--- src/rtl/hiscore_pkg.sv ---
// Shared definitions for the hiscore table and restore stages.
// Latency: n/a (types and constants only).
// Backpressure: n/a.
package hiscore_pkg;

    // Per-entry table field widths, common to the address-table stage.
    localparam int ADDR_W = 24;
    localparam int LEN_W  = 8;
    localparam int MARK_W = 8;

    // ioctl_index carrying score data unless overridden.
    localparam logic [7:0] DATA_INDEX_DEF = 8'h04;

    typedef enum logic [2:0] {
        IDLE,
        CHK_FETCH,
        CHK_START,
        CHK_END,
        RETRY,
        WR_FETCH,
        WR_BYTE,
        DONE
    } state_t;

endpackage

--- src/rtl/dpram_dc.sv ---
// Dual-port RAM: port A write-only, port B registered read.
// Latency: write lands 1 cycle after we_a; q_b valid 1 cycle after addr_b.
// Backpressure: none, both ports accept every cycle.
//
// Ports: clk_a/we_a/addr_a/data_a write side; clk_b/addr_b/q_b read side.
module dpram_dc #(
    parameter int addr_width_g = 8,
    parameter int data_width_g = 8
) (
    input  logic                    clk_a,
    input  logic                    we_a,
    input  logic [addr_width_g-1:0] addr_a,
    input  logic [data_width_g-1:0] data_a,
    input  logic                    clk_b,
    input  logic [addr_width_g-1:0] addr_b,
    output logic [data_width_g-1:0] q_b
);

    logic [data_width_g-1:0] mem [0:(2**addr_width_g)-1];

    always_ff @(posedge clk_a) begin
        if (we_a) begin
            mem[addr_a] <= data_a;
        end
    end

    always_ff @(posedge clk_b) begin
        q_b <= mem[addr_b];
    end

endmodule

--- src/rtl/hiscore_restore.sv ---
// Restores a downloaded high-score blob into game RAM once both entry markers are seen.
// Latency: busy 1 cycle after download falls; 1 fetch + 2x2 compare cycles per entry; then 1 byte/clk.
// Backpressure: writes stall while vblank=0; marker mismatch waits RETRY_CYCLES and rechecks.
//
// Ports: ioctl_* capture stream; num_entries/tbl_* entry table (1-cycle read);
//        ram_* game RAM (1-cycle read); busy/done/short_o status.
module hiscore_restore
    import hiscore_pkg::*;
#(
    parameter logic [7:0] DATA_INDEX   = DATA_INDEX_DEF,
    parameter int         TABLE_AW     = 4,
    parameter int         BUF_AW       = 8,
    parameter int         RAM_AW       = 10,
    parameter int         RETRY_CYCLES = 65535
) (
    input  logic                clk,
    input  logic                reset,
    input  logic                ioctl_download,
    input  logic                ioctl_wr,
    input  logic [24:0]         ioctl_addr,
    input  logic [7:0]          ioctl_dout,
    input  logic [7:0]          ioctl_index,
    input  logic [TABLE_AW:0]   num_entries,
    output logic [TABLE_AW-1:0] tbl_idx,
    input  logic [ADDR_W-1:0]   tbl_addr,
    input  logic [LEN_W-1:0]    tbl_len,
    input  logic [MARK_W-1:0]   tbl_start,
    input  logic [MARK_W-1:0]   tbl_end,
    input  logic                vblank,
    output logic [RAM_AW-1:0]   ram_addr,
    input  logic [7:0]          ram_rdata,
    output logic [7:0]          ram_wdata,
    output logic                ram_we,
    output logic                busy,
    output logic                done,
    output logic                short_o
);

    localparam int CNT_W = BUF_AW + 1;
    localparam int IDX_W = TABLE_AW + 1;
    localparam int RET_W = $clog2(RETRY_CYCLES + 1);

    state_t             state, state_nxt;
    logic               phase, phase_nxt;       // 0: request issued, 1: read data valid
    logic [IDX_W-1:0]   idx, idx_nxt;           // one extra bit so idx can equal 2^TABLE_AW
    logic [LEN_W-1:0]   offset, offset_nxt;
    logic [CNT_W-1:0]   ptr, ptr_nxt;
    logic [CNT_W-1:0]   rx_count, rx_count_nxt, rx_base, wr_count;
    logic [RET_W-1:0]   retry_cnt, retry_nxt;
    logic               short_q, short_nxt;
    logic               data_dl, data_dl_q, cap_start, cap_we, trigger;
    logic               idx_at_end, ent_last, len_last;
    logic [ADDR_W-1:0]  sum_wr, sum_end, ram_addr_full;
    logic               ram_we_c;
    logic [7:0]         buf_q;
    logic               unused_addr_bits;

    // ---------------- capture ----------------
    assign data_dl   = ioctl_download && (ioctl_index == DATA_INDEX);
    assign cap_start = data_dl && !data_dl_q;
    assign cap_we    = data_dl && ioctl_wr;
    assign trigger   = data_dl_q && !ioctl_download && (rx_count != '0);

    always_comb begin
        if (|ioctl_addr[24:BUF_AW]) begin
            wr_count = {1'b1, {BUF_AW{1'b0}}};
        end else begin
            wr_count = {1'b0, ioctl_addr[BUF_AW-1:0]} + CNT_W'(1);
        end
        // A fresh capture counts from zero even if a byte arrives in its first cycle.
        rx_base      = cap_start ? '0 : rx_count;
        rx_count_nxt = rx_base;
        if (cap_we && (wr_count > rx_base)) begin
            rx_count_nxt = wr_count;
        end
    end

    // Port B address follows ptr_nxt so buf_q always equals buf[ptr].
    dpram_dc #(
        .addr_width_g (BUF_AW),
        .data_width_g (8)
    ) u_buf (
        .clk_a  (clk),
        .we_a   (cap_we),
        .addr_a (ioctl_addr[BUF_AW-1:0]),
        .data_a (ioctl_dout),
        .clk_b  (clk),
        .addr_b (ptr_nxt[BUF_AW-1:0]),
        .q_b    (buf_q)
    );

    // ---------------- restore FSM ----------------
    assign idx_at_end = (idx == num_entries);
    assign ent_last   = ((idx + IDX_W'(1)) == num_entries);
    assign len_last   = (offset == (tbl_len - LEN_W'(1)));
    assign sum_wr     = tbl_addr + ADDR_W'(offset);
    assign sum_end    = tbl_addr + ADDR_W'(tbl_len) - ADDR_W'(1);

    always_comb begin
        state_nxt     = state;
        phase_nxt     = phase;
        idx_nxt       = idx;
        offset_nxt    = offset;
        ptr_nxt       = ptr;
        retry_nxt     = retry_cnt;
        short_nxt     = short_q;
        ram_we_c      = 1'b0;
        ram_addr_full = '0;

        unique case (state)
            IDLE: begin
                if (trigger) begin
                    state_nxt = CHK_FETCH;
                    idx_nxt   = '0;
                    ptr_nxt   = '0;
                    phase_nxt = 1'b0;
                end
            end
            CHK_FETCH: begin
                phase_nxt = 1'b0;
                if (idx_at_end) begin
                    idx_nxt   = '0;
                    state_nxt = WR_FETCH;
                end else begin
                    state_nxt = CHK_START;
                end
            end
            CHK_START: begin
                if (tbl_len == '0) begin
                    idx_nxt   = idx + IDX_W'(1);
                    state_nxt = CHK_FETCH;
                end else begin
                    ram_addr_full = tbl_addr;
                    if (!phase) begin
                        phase_nxt = 1'b1;
                    end else if (ram_rdata == tbl_start) begin
                        phase_nxt = 1'b0;
                        state_nxt = CHK_END;
                    end else begin
                        retry_nxt = '0;
                        state_nxt = RETRY;
                    end
                end
            end
            CHK_END: begin
                ram_addr_full = sum_end;
                if (!phase) begin
                    phase_nxt = 1'b1;
                end else if (ram_rdata == tbl_end) begin
                    idx_nxt   = idx + IDX_W'(1);
                    state_nxt = CHK_FETCH;
                end else begin
                    retry_nxt = '0;
                    state_nxt = RETRY;
                end
            end
            RETRY: begin
                if (retry_cnt == RET_W'(RETRY_CYCLES - 1)) begin
                    idx_nxt   = '0;
                    state_nxt = CHK_FETCH;
                end else begin
                    retry_nxt = retry_cnt + RET_W'(1);
                end
            end
            WR_FETCH: begin
                if (!phase) begin
                    if (idx_at_end) begin
                        state_nxt = DONE;
                    end else begin
                        phase_nxt = 1'b1;
                    end
                end else if (tbl_len == '0) begin
                    idx_nxt   = idx + IDX_W'(1);
                    phase_nxt = 1'b0;
                end else begin
                    offset_nxt = '0;
                    state_nxt  = WR_BYTE;
                end
            end
            WR_BYTE: begin
                if (ptr == rx_count) begin
                    // Entered a new entry with no buffered data left.
                    short_nxt = 1'b1;
                    state_nxt = DONE;
                end else if (vblank) begin
                    ram_we_c      = 1'b1;
                    ram_addr_full = sum_wr;
                    ptr_nxt       = ptr + CNT_W'(1);
                    offset_nxt    = offset + LEN_W'(1);
                    if (len_last) begin
                        // Finishing the final entry goes straight to DONE so done
                        // rises the cycle after this write.
                        if (ent_last) begin
                            state_nxt = DONE;
                        end else begin
                            idx_nxt   = idx + IDX_W'(1);
                            phase_nxt = 1'b0;
                            state_nxt = WR_FETCH;
                        end
                    end else if ((ptr + CNT_W'(1)) == rx_count) begin
                        short_nxt = 1'b1;
                        state_nxt = DONE;
                    end
                end
            end
            DONE: begin
            end
            default: state_nxt = IDLE;
        endcase

        // A new data download abandons whatever was in flight.
        if (cap_start) begin
            state_nxt     = IDLE;
            short_nxt     = 1'b0;
            ram_we_c      = 1'b0;
            ram_addr_full = '0;
        end
    end

    always_ff @(posedge clk) begin
        if (reset) begin
            state     <= IDLE;
            phase     <= 1'b0;
            idx       <= '0;
            offset    <= '0;
            ptr       <= '0;
            retry_cnt <= '0;
            short_q   <= 1'b0;
            rx_count  <= '0;
            data_dl_q <= 1'b0;
        end else begin
            state     <= state_nxt;
            phase     <= phase_nxt;
            idx       <= idx_nxt;
            offset    <= offset_nxt;
            ptr       <= ptr_nxt;
            retry_cnt <= retry_nxt;
            short_q   <= short_nxt;
            rx_count  <= rx_count_nxt;
            data_dl_q <= data_dl;
        end
    end

    // Address arithmetic is 24-bit; only the low RAM_AW bits reach the RAM.
    assign unused_addr_bits = ^ram_addr_full[ADDR_W-1:RAM_AW];

    assign tbl_idx   = idx[TABLE_AW-1:0];
    assign ram_addr  = ram_addr_full[RAM_AW-1:0];
    assign ram_we    = ram_we_c;
    assign ram_wdata = ram_we_c ? buf_q : 8'h00;
    assign busy      = (state != IDLE) && (state != DONE);
    assign done      = (state == DONE);
    assign short_o   = short_q;

endmodule

--- config.mk ---
export PLATFORM = sky130hd
export DESIGN_NAME = hiscore_restore
export DESIGN_NICKNAME = d
export VERILOG_FILES = /design/src/rtl/hiscore_pkg.sv /design/src/rtl/dpram_dc.sv /design/src/rtl/hiscore_restore.sv
export SDC_FILE = /design/constraint.sdc
export NUM_CORES = 2
export LEC_CHECK = 0
export ABC_AREA = 1
export ABC_CLOCK_PERIOD_IN_PS = 3300
export CAP_MARGIN = 20
export CORE_ASPECT_RATIO = 1.5
export CORE_MARGIN = 5
export CORE_UTILIZATION = 45
export CTS_CLUSTER_DIAMETER = 100
export CTS_CLUSTER_SIZE = 24
export DETAILED_ROUTE_END_ITERATION = 8
export GPL_ROUTABILITY_DRIVEN = 0
export SLEW_MARGIN = 20
export SYNTH_ARGS = -nofsm -noshare
export SYNTH_HDL_FRONTEND = slang
export SYNTH_SLANG_ARGS = --single-unit
--- constraint.sdc ---
create_clock -name clk -period 3.3 [get_ports clk]
set_input_delay 0.66 -clock clk [delete_from_list [all_inputs] [get_ports clk]]
set_output_delay 0.66 -clock clk [all_outputs]
set_load 0.005 [all_outputs]
==> reports/results.tsv <==
stage	metric	value	unit
setup_path	reg2reg end	u_buf.q_b[7]	
hold_path	worst hold start	ioctl_dout[5]	
drt	Routed Antenna Nets	0	
cts	worst-skew pair later-pin latency	0.79	ns
layout	layout cell share with drive strength beyond 1	0.176	
die	Starting Density	0.453	
setup_path	crit-path max cell delay	0.36	ns
global_routing	GRT Util Overall	0.252	
logic_synthesis	unique cell type count in the Yosys netlist	51	
logic_synthesis	Cell Area, Synth	95200	um2
setup_path	Crit Path Class	in -> out	
pwr	Static Leak	43.4	nW
drt	DR iter-0 viols	7131	
drt	vias per cell	5.60	
logic_synthesis	Synth Area per Inst	10.7	um2
die	I/O Pins	133	
timing	worst rel slew slack	0.431	
setup_path	CP Launch Type	primary input	
setup_path	CP delay by family, top	compound AO/OA/AOI/OAI gates	
timing	final critical-path share of the clock period	1.08	
layout	Final #Nets	9701	
placement	HPWL after DPL	180000	um
setup_path	crit-path max FO	2	
logic_synthesis	register area share after synthesis	0.659	
timing	setup TNS	-0.713	ns
global_routing	vias in the first global route	66779	
setup_path	worst r2r path cells	25	
timing	fmax	279	MHz
logic_synthesis	Async SR Flop Fraction	0	
logic_synthesis	Seq cells post-synth	2109	
cts	Max clock buf depth	3	
hold_path	Hold Crit Endpoint	u_buf.mem[77][5]	
logic_synthesis	syn_nets	9020	
cts	Clock Sink Count	2109	
timing	Period minus WS final	3.58	ns
drt	vias	69363	
hold_path	hold path depth	1	
layout	synth-to-layout area growth	20.2	%
drt	Routed wire per std cell	24.0	um
timing	Setup-failing EPs final	7	
setup_path	Worst Path Buf+Inv	6	
drt	# DRC	0	
global_routing	Congestion Overflow GR	0	
cts	CTS Hold Bufs	0	
drt	DR pass1 iterations	6	
logic_synthesis	Yosys Warn Count	0	
placement	placed cell area	105000	um2
setup_path	Critical Path End Type	output pin	
cts	clock-pin slew on the worst setup and hold paths	0.09	ns
hold_path	Hold/Removal Path Class	in -> reg	
layout	Layout Cells excl Fill	12382	
placement	Cells after DPL	12049	
cts	root buf cell	clkbuf_16	
timing	Hold Fails Final Rpt	0	
logic_synthesis	Synth Flop Type	edfxtp_1	
run	Max Cap Violations	0	
setup_path	Critical Path AT	2.92	ns
die	row cnt	206	
die	core area	210000	um2
drt	routed wire length	298000	um
setup_path	Worst Path Required	2.64	ns
cts	H-Tree Depth	3	
setup_path	worst reg-to-reg setup slack	0	ns
global_routing	largest net degree at the start of global routing	105	
status	failing checks	negative setup slack	
setup_path	Reg2Reg Launch Point	ptr[8]	
die	Die Span X	386	um
timing	Slew @ Worst Pin	0.854	ns
cts	CTS buffer count	97	
global_routing	initial antenna violation count	2	
setup_path	CP cell instances	buf_8 -> inv_6 -> ha_4 -> inv_4 -> ha_4 -> inv_2 -> fa_2 -> o31ai_4 -> nand2_1 -> a21oi_2 -> nor2_2 -> nor2_1 -> nor2_1 -> inv_1 -> a21oi_2 -> o21ai_1 -> a21o_1 -> a31oi_1 -> buf_2	
pwr	power density cells	399	nW/um2
logic_synthesis	Synth Instances	8867	
cts	CTS tree	built	
layout	design area	114000	um2
logic_synthesis	number of synthesized flops with an enable pin	2048	
die	die area	221000	um2
timing	clock skew	0.0674	ns
pwr	IR drop worst, VDD	492	uV
die	die height	573	um
timing	RSZ-0062 raised after global routing	true	
timing	final max-slew violation count	0	
layout	Post-Route Utilization	0.544	
setup_path	slowest CP cell	fa_2	
timing	worst setup margin	-0.279	ns
placement	Port-buffer cells	118	
status	outcome	complete, but fails checks	
global_routing	first-pass GRT wire length	423000	um
metal layers:
metal	up-vias	part of all wire	global-route usage
met5	-	0	0
li1	31785	-	-
met2	2844	0.50	0.436
met4	0	0.048	0.102
met3	588	0.071	0.0296
met1	34146	0.38	0.323
worst reg2reg max path, cell delays in order (launching register included):
cell      delay, ns
dfxtp_2        0.35
inv_1          0.06
nand2_1        0.12
nand2_1        0.11
nor2_2         0.14
nand3_2        0.11
buf_6          0.14
nand2_8        0.06
clkinv_4       0.05
buf_4          0.12
buf_4          0.12
nand2_1        0.06
nand3_2        0.08
nand2_4        0.17
buf_6          0.15
buf_12         0.16
buf_16         0.19
buf_12         0.13
nand3_1        0.13
nand3_2        0.13
nand3_2        0.12
nand3_2        0.12
nand3_2        0.09
buf_12         0.15
nand3_4        0.07
nand2_2        0.07
Yosys cell counts (3+ instances only):
cell,n,share of area
xor2_1,34,0.0031
nor2_1,379,0.015
clkbuf_1,150,0.0059
inv_2,12,0.00047
nand3_1,2022,0.11
xnor2_1,30,0.0028
a211oi_1,13,0.0010
o21a_1,3,0.00024
nand3b_1,612,0.048
buf_1,30,0.0012
o21ai_1,11,0.00058
o21ai_0,33,0.0017
nor4_1,10,0.00066
o21bai_1,3,0.00024
buf_2,363,0.019
clkinv_1,4,0.00016
nand2_1,1690,0.067
o22ai_1,3,0.00020
inv_1,998,0.039
nand4_1,11,0.00072
edfxtp_1,2048,0.65
o211ai_1,106,0.0084
a21oi_1,59,0.0031
dfxtp_1,61,0.013
nand2_2,4,0.00026
or2_2,5,0.00033
buf_4,43,0.0034
ha_1,44,0.0058
a31oi_1,9,0.00059
nor3b_1,12,0.00095
nor3_1,32,0.0017
o31ai_1,3,0.00024
buf_6,7,0.00083
state kept, by name, summed over array words and instances, names as in the netlist:
| signal | cells |
|---|---|
| data_dl_q | 1 |
| idx | 5 |
| offset | 8 |
| phase | 1 |
| ptr | 9 |
| retry_cnt | 16 |
| rx_count | 9 |
| short_o | 1 |
| state | 3 |
| u_buf.mem | 2048 |
| u_buf.q_b | 8 |
stage by stage:
stage | worst slack [ns] | power, W | hold slack, ns
after floorplan | -0.0367 | 0.0309 | 0.447
final | -0.279 | 0.0457 | 0.342
after global placement | -1.32 | 0.0324 | 0.461
after detailed placement | -1.22 | 0.0325 | 0.468
after CTS | -0.377 | 0.0459 | 0.302
after global routing | -0.407 | 0.0471 | 0.326
layout by cell type (no fill, tap or decap), types with 57 or more instances in the layout:
cell type	instances
inv_1	973
buf_16	57
buf_4	727
nand3b_1	612
buf_6	65
nand3_2	245
nand3_1	1719
nand2_1	1651
edfxtp_1	2048
clkdlybuf4s50_1	78
clkbuf_16	137
buf_12	143
o211ai_1	106
nor2_1	357
nand3_4	60
cell families after synthesis:
kind of cell / after synthesis / share of synthesized area
AND/OR/NAND/NOR: 4787 / 0.242
flip-flops: 2109 / 0.659
buffers and inverters: 1607 / 0.0704
AO/OA/AOI/OAI: 254 / 0.0174
XOR/XNOR: 64 / 0.00589
adder cells (fa/ha/maj): 46 / 0.00620
worst max-delay path by stage:
stage,to,startpoint,cells after the start
6_report,ram_addr[9],tbl_addr[1],19
5_1_grt,ram_addr[9],tbl_addr[1],18
4_1_cts,ram_addr[9],tbl_len[1],18
3_5_place_dp,ram_addr[9],tbl_addr[1],18
3_3_place_gp,ram_addr[9],tbl_addr[1],18
2_1_floorplan,rx_count[7],ioctl_addr[11],16
cell type report:
cell class / instances / area [um2]
Fill cell: 17907 / 95900
Sequential cell: 2109 / 62800
Multi-Input combinational cell: 5151 / 28400
Timing Repair Buffer: 1173 / 13200
Inverter: 1014 / 3870
Tap cell: 2808 / 3510
Clock buffer: 118 / 2550
Clock inverter: 6 / 120
Timing Repair inverter: 2 / 20.0
Antenna cell: 1 / 2.50
power by group:
part	switching [W]	internal, W
sequential	0.0000492	0.0293
combinational	0.00163	0.000935
clock	0.00824	0.00551
total	0.00991	0.0358
timing repair:
action,in CTS,in global routing
setup buffers,65,87
setup endpoints to repair,27,36
endpoints found under the hold margin,0,0
cloned,24,44
resized for setup,413,462
pin swaps,72,157
(Power assumes the default switching activity.)
